### src/rtl/adder_share_sched.sv
// -----------------------------------------------------------------------------
// adder_share_sched
//
// Round-robin scheduler that time-shares one external combinational
// WIDTH-bit adder between two requesters. A narrow request is one pass
// through the adder on the low words. A wide request is two passes, low
// then high, with the carry registered between them. Each accepted request
// produces one registered result on a valid/ready response channel.
//
// Ports
//   clk, rst                 clock, synchronous active-high reset
//   rN_valid / rN_ready      request handshake, N = 0, 1 (ready is combinational)
//   rN_a, rN_b               2*WIDTH-bit operands
//   rN_cin, rN_wide          carry-in; 1 = 2*WIDTH add, 0 = WIDTH add on low words
//   add_a, add_b, add_cin    operands driven to the shared adder (0 when idle)
//   add_sum, add_cout, add_of  adder results, combinational in the same cycle
//   rsp_valid / rsp_ready    response handshake
//   rsp_id                   requester that owns the result
//   rsp_sum, rsp_cout, rsp_of  result of the most-significant pass performed
//   busy                     high in any state other than IDLE
// -----------------------------------------------------------------------------
module adder_share_sched #(
    parameter int WIDTH = 32
) (
    input  logic               clk,
    input  logic               rst,
    input  logic               r0_valid,
    output logic               r0_ready,
    input  logic [2*WIDTH-1:0] r0_a,
    input  logic [2*WIDTH-1:0] r0_b,
    input  logic               r0_cin,
    input  logic               r0_wide,
    input  logic               r1_valid,
    output logic               r1_ready,
    input  logic [2*WIDTH-1:0] r1_a,
    input  logic [2*WIDTH-1:0] r1_b,
    input  logic               r1_cin,
    input  logic               r1_wide,
    output logic [WIDTH-1:0]   add_a,
    output logic [WIDTH-1:0]   add_b,
    output logic               add_cin,
    input  logic [WIDTH-1:0]   add_sum,
    input  logic               add_cout,
    input  logic               add_of,
    output logic               rsp_valid,
    input  logic               rsp_ready,
    output logic               rsp_id,
    output logic [2*WIDTH-1:0] rsp_sum,
    output logic               rsp_cout,
    output logic               rsp_of,
    output logic               busy
);

    typedef enum logic [1:0] {
        IDLE,
        LO,
        HI,
        RESP
    } state_t;

    state_t               state_q, state_d;
    logic                 ptr_q, ptr_d;      // last requester granted
    logic [2*WIDTH-1:0]   a_q, a_d;
    logic [2*WIDTH-1:0]   b_q, b_d;
    logic                 cin_q, cin_d;
    logic                 wide_q, wide_d;
    logic                 id_q, id_d;
    logic [2*WIDTH-1:0]   sum_q, sum_d;
    logic                 carry_q, carry_d;  // low-pass carry feeding the high pass
    logic                 cout_q, cout_d;
    logic                 of_q, of_d;
    logic                 grant_r1;

    // The requester not granted last time has priority: with ptr_q = 1
    // (r1 last) r1 only wins when r0 is not asking, and vice versa.
    assign grant_r1 = r1_valid && (!ptr_q || !r0_valid);

    always_comb begin
        // NOTE: every signal written here gets a default first, so no path
        // through the case statement can leave one unassigned and infer a latch.
        state_d  = state_q;
        ptr_d    = ptr_q;
        a_d      = a_q;
        b_d      = b_q;
        cin_d    = cin_q;
        wide_d   = wide_q;
        id_d     = id_q;
        sum_d    = sum_q;
        carry_d  = carry_q;
        cout_d   = cout_q;
        of_d     = of_q;
        r0_ready = 1'b0;
        r1_ready = 1'b0;
        add_a    = '0;
        add_b    = '0;
        add_cin  = 1'b0;

        unique case (state_q)
            IDLE: begin
                // Ready is suppressed while reset is held so no grant is
                // signalled for a request that the reset edge will discard.
                if (!rst && (r0_valid || r1_valid)) begin
                    r0_ready = !grant_r1;
                    r1_ready = grant_r1;
                    a_d      = grant_r1 ? r1_a    : r0_a;
                    b_d      = grant_r1 ? r1_b    : r0_b;
                    cin_d    = grant_r1 ? r1_cin  : r0_cin;
                    wide_d   = grant_r1 ? r1_wide : r0_wide;
                    id_d     = grant_r1;
                    ptr_d    = grant_r1;
                    state_d  = LO;
                end
            end
            LO: begin
                add_a              = a_q[WIDTH-1:0];
                add_b              = b_q[WIDTH-1:0];
                add_cin            = cin_q;
                sum_d[WIDTH-1:0]   = add_sum;
                carry_d            = add_cout;
                if (wide_q) begin
                    state_d = HI;
                end else begin
                    // Low pass is the most-significant one for a narrow add.
                    sum_d[2*WIDTH-1:WIDTH] = '0;
                    cout_d                 = add_cout;
                    of_d                   = add_of;
                    state_d                = RESP;
                end
            end
            HI: begin
                add_a                  = a_q[2*WIDTH-1:WIDTH];
                add_b                  = b_q[2*WIDTH-1:WIDTH];
                add_cin                = carry_q;
                sum_d[2*WIDTH-1:WIDTH] = add_sum;
                cout_d                 = add_cout;
                of_d                   = add_of;
                state_d                = RESP;
            end
            RESP: begin
                if (rsp_ready) begin
                    state_d = IDLE;
                end
            end
            default: state_d = IDLE;
        endcase
    end

    always_ff @(posedge clk) begin
        // NOTE: sequential state uses non-blocking assignments so every
        // register samples its _d value from before this edge.
        if (rst) begin
            state_q <= IDLE;
            ptr_q   <= 1'b1;
            a_q     <= '0;
            b_q     <= '0;
            cin_q   <= 1'b0;
            wide_q  <= 1'b0;
            id_q    <= 1'b0;
            sum_q   <= '0;
            carry_q <= 1'b0;
            cout_q  <= 1'b0;
            of_q    <= 1'b0;
        end else begin
            state_q <= state_d;
            ptr_q   <= ptr_d;
            a_q     <= a_d;
            b_q     <= b_d;
            cin_q   <= cin_d;
            wide_q  <= wide_d;
            id_q    <= id_d;
            sum_q   <= sum_d;
            carry_q <= carry_d;
            cout_q  <= cout_d;
            of_q    <= of_d;
        end
    end

    assign rsp_valid = (state_q == RESP);
    assign busy      = (state_q != IDLE);
    assign rsp_id    = id_q;
    assign rsp_sum   = sum_q;
    assign rsp_cout  = cout_q;
    assign rsp_of    = of_q;

endmodule
### config.mk
export PLATFORM = sky130hd
export DESIGN_NAME = adder_share_sched
export DESIGN_NICKNAME = d
export VERILOG_FILES = /design/src/rtl/adder_share_sched.sv
export SDC_FILE = /design/constraint.sdc
export NUM_CORES = 1
export LEC_CHECK = 0
export CORE_AREA = 2 2 169 171
export CTS_BUF_LIST = sky130_fd_sc_hd__clkbuf_2 sky130_fd_sc_hd__clkbuf_4 sky130_fd_sc_hd__clkbuf_8
export CTS_CLUSTER_DIAMETER = 100
export DETAILED_ROUTE_END_ITERATION = 8
export DIE_AREA = 0 0 171 173
export PLACE_DENSITY = 0.76
export SYNTH_ARGS = -nofsm -noshare
export SYNTH_HDL_FRONTEND = slang
export SYNTH_SLANG_ARGS = --single-unit
### constraint.sdc
create_clock -name clk -period 3.82 [get_ports clk]
set_input_delay 0.764 -clock clk [delete_from_list [all_inputs] [get_ports clk]]
set_output_delay 0.764 -clock clk [all_outputs]
set_load 0.01 [all_outputs]
==> results of run 1 <==
[critical path: cells and delay by family, from the launching register on]
kind / cells / cell delay (ps)
AND/OR/NAND/NOR: 1 / 160
flip-flops: 1 / 360
AO/OA/AOI/OAI: 1 / 200
adder cells (fa/ha/maj): 1 / 410
buffers and inverters: 3 / 950
[cell type report]
class	instances	area (um2)	area share [%]
Multi-Input combinational cell	718	5130	34.2
Timing Repair Buffer	458	4570	30.4
Sequential cell	201	4020	26.8
Clock buffer	52	647	4.30
Tap cell	378	473	3.15
Clock inverter	14	156	1.04
Inverter	5	23.8	0.158
[power by group through the flow]
stage / sequential (mW) / combinational [mW] / clock (mW)
after global routing: 3.02 / 3.97 / 2.40
after CTS: 2.96 / 3.70 / 2.31
after floorplan: 2.95 / 2.20 / 0
after detailed placement: 2.99 / 3.69 / 0
after global placement: 2.98 / 3.64 / 0
final: 2.96 / 3.69 / 2.25
[synth_stat cells]
library cell,n
o31ai_1,1
nor4_1,1
dfxtp_1,201
or2_2,1
nand3_1,35
a21boi_1,1
nand3b_1,1
inv_2,1
a211o_1,1
nor3b_1,1
nand2_1,1
nor2b_1,69
o21ai_1,79
clkbuf_2,7
or3_1,1
inv_1,4
a2111oi_0,1
nor2_1,35
a22oi_1,65
nand2b_1,4
clkbuf_1,66
a311oi_1,1
buf_4,12
buf_1,8
buf_8,8
buf_2,22
o21ai_0,54
buf_6,1
o211ai_1,162
mux2i_1,163
ha_1,5
a21oi_1,36
[cells by family (layout without fill, tap and decap cells)]
family / count (synthesis) / after routing / synth area share, %
adders and majority gates: 5 / 5 / 0.640
AOI/OAI and AO/OA: 401 / 401 / 26.5
DFF: 201 / 201 / 41.2
buffers and inverters: 129 / 529 / 6.79
muxes: 163 / 163 / 16.7
and+or+nand+nor: 149 / 149 / 8.19
[routing by layer]
metal / part of all wire, % / vias up
met5: 0 / -
met4: 3.9 / 0
met3: 8.8 / 104
met2: 48 / 455
met1: 40 / 4552
li1: - / 4661
[worst max-delay path by stage]
stage | depth (start not counted) | slack (ps) | end | startpoint
finish | 6 | 390 | add_a[29] | state_q[1]$_SDFFE_PP0P_
global route | 6 | 200 | add_a[7] | state_q[1]$_SDFFE_PP0P_
CTS | 6 | 320 | add_a[7] | state_q[1]$_SDFFE_PP0P_
detailed placement | 6 | 420 | b_q[6]$_SDFFE_PP0P_ | r0_valid
global placement | 6 | 470 | a_q[30]$_SDFFE_PP0P_ | r0_valid
floorplan | 5 | 1450 | r0_ready | r0_valid
[through the flow]
stage	hold WS [ps]	power (mW)	setup WS (ps)	std cells
after detailed placement	456	6.68	424	1760
after floorplan	436	5.15	1450	1048
after global routing	487	9.39	205	1826
after global placement	449	6.62	470	1760
final	462	8.89	390	1826
after CTS	464	8.97	319	1826
[state kept, by name, indices dropped and copies added (netlist names)]
signal    flops
ptr_q         1
rsp_of        1
rsp_cout      1
rsp_sum      64
b_q          64
state_q       2
rsp_id        1
cin_q         1
wide_q        1
a_q          64
carry_q       1
==> reports/qor.csv, run 1 <==
metric,value,unit
Tmin final,3430,ps
Hold Path Class,reg -> reg,
final WL,34900,um
Power per Cell Area,592,mW/mm2
Worst IR Drop VDD,0.349,mV
Hold Crit Depth,2,
"commonest non-fill, non-tap cells in the layout","433 x clkdlybuf4s50_1, 201 x dfxtp_1, 163 x mux2i_1, 162 x o211ai_1, 79 x o21ai_1",
Post-Syn Nets,1352,
drt initial violations,749,
# setup viols final,0,
Worst Path Max Fanout,41,
NetSw,3.35,mW
synth warn,0,
Max Slew Vio Count,0,
reg2reg end,a_q[50]$_SDFFE_PP0P_,
slowest cell delay on critical path,550,ps
vias per std cell,5.35,
met1 usage in global routing,26.7,%
GR Util met3,6.00,%
PostCTS Resize Cnt,0,
filler instances,2526,
Max-Slew Margin vs Limit,43.4,%
area share of the largest cell type after synthesis,41.2,%
status,completed,
DR vias,9772,
RR Startpoint,state_q[0]$_SDFFE_PP0P_,
Clock Tree Buf Depth,3,
"Clk Latency, worst-skew pair",540,ps
CP arrival,2670,ps
GR Layer Usage met2,38.3,%
Initial Util,35.4,%
dominant cells by area after synthesis,"dfxtp_1 41%, mux2i_1 17%, o211ai_1 12%",
total track usage,22.6,%
placed cell areas,0.0142,mm2
DP Wirelength,24000,um
ant diodes,0,
CP Capture Type,output pin,
cells on worst reg2reg path,7,
drt pass-1 iters,7,
Die Width,171,um
Clock Tree Root,clkbuf_8,
largest net degree at the start of global routing,119,
share of cells above drive strength 1,7.04,%
Overflow after GRT,0,
Die Ht,173,um
initial antenna violation count,0,
final setup skew,19.5,ps
Clock Power Share,25.3,%
"Clk pin slew, worst setup/hold paths",60,ps
flop-to-flop setup slack,1130,ps
Logic pwr share,41.5,%
first-pass GRT wire length,53500,um
area of the mapped netlist,0.00977,mm2
Sw Ratio,37.6,%
CP required,3060,ps
Startpoint Class,flip-flop,
post-route cell area,0.0150,mm2
final hold viol count,0,
"Seq/Total Area, Yosys",41.2,%
DR WL/cell,19.1,um
I/O Buffers,434,
Routed Antenna Nets,0,
Cell variety after synth,32,
fmax,0.292,GHz
gr busiest metal,met2,
Mapped Cells,1048,
max_cap viols,0,
slew at the pin with the worst max-slew slack,849,ps
io pins,435,
"Avg Cell Area, Syn",9.33,um2
cell taking the most area after synthesis,dfxtp_1,
Worst path slowest cell,clkdlybuf4s50_1,
floorplan row count,61,
hold buffers post-CTS,0,
Final period util,89.8,%
Hold EP,rsp_sum[35]$_SDFFE_PP0P_,
CTS tree,yes,
"commonest non-fill, non-tap cell in the layout",clkdlybuf4s50_1,
DRC errors left,0,
postcts setup bufs,0,
P&R area growth vs syn,53.8,%
NumNets Final,1725,
Routability Congestion,0.835,
number of H-tree levels,2,
"FF+latch count, synth",201,
Leakage,5.15,nW
Setup Crit Path Kind,reg -> out,
Sequential Power Share,33.3,%
Hold Startpoint,rsp_sum[35]$_SDFFE_PP0P_,
crit path cell chain,inv_1 -> ha_4 -> buf_12 -> a22oi_1 -> nor2b_1 -> clkdlybuf4s50_1,
die area,0.0296,mm2
post-route core utilization,54.4,%
Internal Pwr Total,5.55,mW
cts bufs inserted,37,
TNS Setup,0,ps
clk sinks,201,
RSZ-0062 raised after global routing,false,
vias in the first global route,9676,
core box area,0.0276,mm2
Note: power is estimated with default switching activity, not from simulation.
==> run 2, diff against run 1 <==
Settings changed: CTS_BUF_LIST sky130_fd_sc_hd__clkbuf_2 sky130_fd_sc_hd__clkbuf_4 sky130_fd_sc_hd__clkbuf_8 to default, CTS_CLUSTER_SIZE from default to 30.
==> reports/qor.csv, run 2 (same netlist as run 1, synthesis figures left out) <==
metric,value,unit,change
# setup viols final,0,,unchanged
slowest cell delay on critical path,590,ps,+40 ps
"Largest delay share family, worst path",buffers and inverters,,
Internal Pwr Total,4.83,mW,-13%
share of cells above drive strength 1,3.51,%,-3.5 points
TNS Setup,0,ps,unchanged
Sequential Power Share,37.3,%,+4.0 points
P&R area growth vs syn,48.8,%,
clk sinks,201,,unchanged
Die Width,171,um,unchanged
Logic pwr share,46.4,%,+4.9 points
Clock Tree Buf Depth,3,,unchanged
Startpoint Class,flip-flop,,
RR Startpoint,state_q[0]$_SDFFE_PP0P_,,
PostCTS Resize Cnt,0,,unchanged
max_cap viols,0,,unchanged
Hold Startpoint,rsp_sum[48]$_SDFFE_PP0P_,,
Routed Antenna Nets,0,,unchanged
postcts setup bufs,0,,unchanged
core box area,0.0276,mm2,unchanged
drt initial violations,754,,+0.67%
number of H-tree levels,1,,-1
NetSw,3.09,mW,-7.6%
final hold slack,469,ps,+7.34 ps
crit path from,state_q[1]$_SDFFE_PP0P_,,
first-pass GRT wire length,52300,um,-2.1%
Routability Congestion,0.835,,unchanged
DP Wirelength,24000,um,unchanged
Worst IR Drop VDD,0.342,mV,-2.1%
RSZ-0062 raised after global routing,false,,
DRC errors left,0,,unchanged
drt pass-1 iters,5,,-2
Hold Path Class,reg -> reg,,
largest net degree at the start of global routing,119,,unchanged
total track usage,21.9,%,-0.62 points
Setup Crit Path Kind,reg -> out,,
NumNets Final,1698,,-1.6%
vias per std cell,5.42,,+1.3%
Worst path slowest cell,clkdlybuf4s50_1,,
final setup skew,35.5,ps,+16.0 ps
Sw Ratio,39.1,%,+1.4 points
die area,0.0296,mm2,unchanged
DR vias,9613,,-1.6%
Die Ht,173,um,unchanged
CP arrival,2620,ps,-50 ps
CTS tree,yes,,
"commonest non-fill, non-tap cells in the layout","433 x clkdlybuf4s50_1, 201 x dfxtp_1, 163 x mux2i_1, 162 x o211ai_1, 79 x o21ai_1",,
Clock Tree Root,clkbuf_16,,
"Clk pin slew, worst setup/hold paths",110,ps,+50 ps
status,completed,,
Final period util,88.5,%,-1.2 points
crit path cell chain,inv_1 -> ha_4 -> buf_4 -> a22oi_1 -> nor2b_1 -> clkdlybuf4s50_1,,
Worst Path Max Fanout,23,,-44%
Cell Count Post-Placement,1760,,unchanged
io pins,435,,unchanged
floorplan row count,61,,unchanged
vias in the first global route,9421,,-2.6%
"commonest non-fill, non-tap cell in the layout",clkdlybuf4s50_1,,
hold buffers post-CTS,0,,unchanged
Initial Util,35.4,%,unchanged
Overflow after GRT,0,,unchanged
Max-Slew Margin vs Limit,44.0,%,+0.60 points
Final Power,7.92,mW,-11%
fmax,0.296,GHz,+1.4%
Power per Cell Area,545,mW/mm2,-8.0%
Final Non-Filler Cells,1773,,-2.9%
Leakage,4.88,nW,-5.3%
final hold viol count,0,,unchanged
slew at the pin with the worst max-slew slack,840,ps,-9.04 ps
Worst Path Buf+Inv,3,,unchanged
cts bufs inserted,10,,-73%
DR WL/cell,19.3,um,+0.74%
"Clk Latency, worst-skew pair",490,ps,-50 ps
CP required,3060,ps,about the same
Tmin final,3380,ps,-47.2 ps
initial antenna violation count,0,,unchanged
I/O Buffers,434,,unchanged
ant diodes,0,,unchanged
CP Capture Type,output pin,,
final WL,34200,um,-2.2%
Clock Power Share,16.3,%,-9.0 points
Max Slew Vio Count,0,,unchanged
-- run 2: cell types whose count changed in the layout (fill, tap and decap cells not counted), sizes merged --
cell      delta
bufinv       -2
clkbuf      -41
clkinv       -8
clkinvlp     -1
inv          -1
-- run 2: path summary, 6_finish.rpt --
path	end	slack, ps	cells after the start
max	add_a[7]	440	6
min	rsp_sum[48]$_SDFFE_PP0P_	470	2
max reg2reg	wide_q$_SDFFE_PP0P_	1100	7
min reg2reg	rsp_sum[48]$_SDFFE_PP0P_	470	2
-- run 2: worst reg2reg max path: stages, from the launching register on --
cell,delay (ps)
dfxtp_1,440
inv_1,130
ha_2,250
nor2b_1,190
nand2_4,80
buf_4,500
buf_4,740
o21ai_0,260
-- run 2: layout make-up --
cell class / instances / area (um2)
Timing Repair Buffer: 458 / 4570
Inverter: 5 / 23.8
Clock inverter: 2 / 37.5
Clock buffer: 11 / 275
Tap cell: 378 / 473
Fill cell: 2567 / 13100
Sequential cell: 201 / 4020
Multi-Input combinational cell: 718 / 5130
-- run 2: power groups by stage --
stage / logic (mW) / registers [mW] / clock network, mW
CTS: 3.69 / 2.95 / 1.33
finish: 3.68 / 2.95 / 1.29
detailed placement: 3.69 / 2.99 / 0
floorplan: 2.20 / 2.95 / 0
global route: 3.97 / 3.01 / 1.39
global placement: 3.64 / 2.98 / 0
-- run 2: metal layers --
metal,vias up,track usage (%),share of wire [%]
met2,428,37.4,48
li1,4584,-,-
met1,4533,26.6,39
met5,-,0,0
met3,68,5.04,8.4
met4,0,8.51,3.8
-- run 2: through the flow --
stage	utilization [%]	area [um2]	setup slack, ps
final	52.6	14500	438
after CTS	52.6	14500	387
after global placement	51.5	14200	470
after global routing	52.6	14500	257
after detailed placement	51.5	14200	424
after floorplan	-	9770	1450
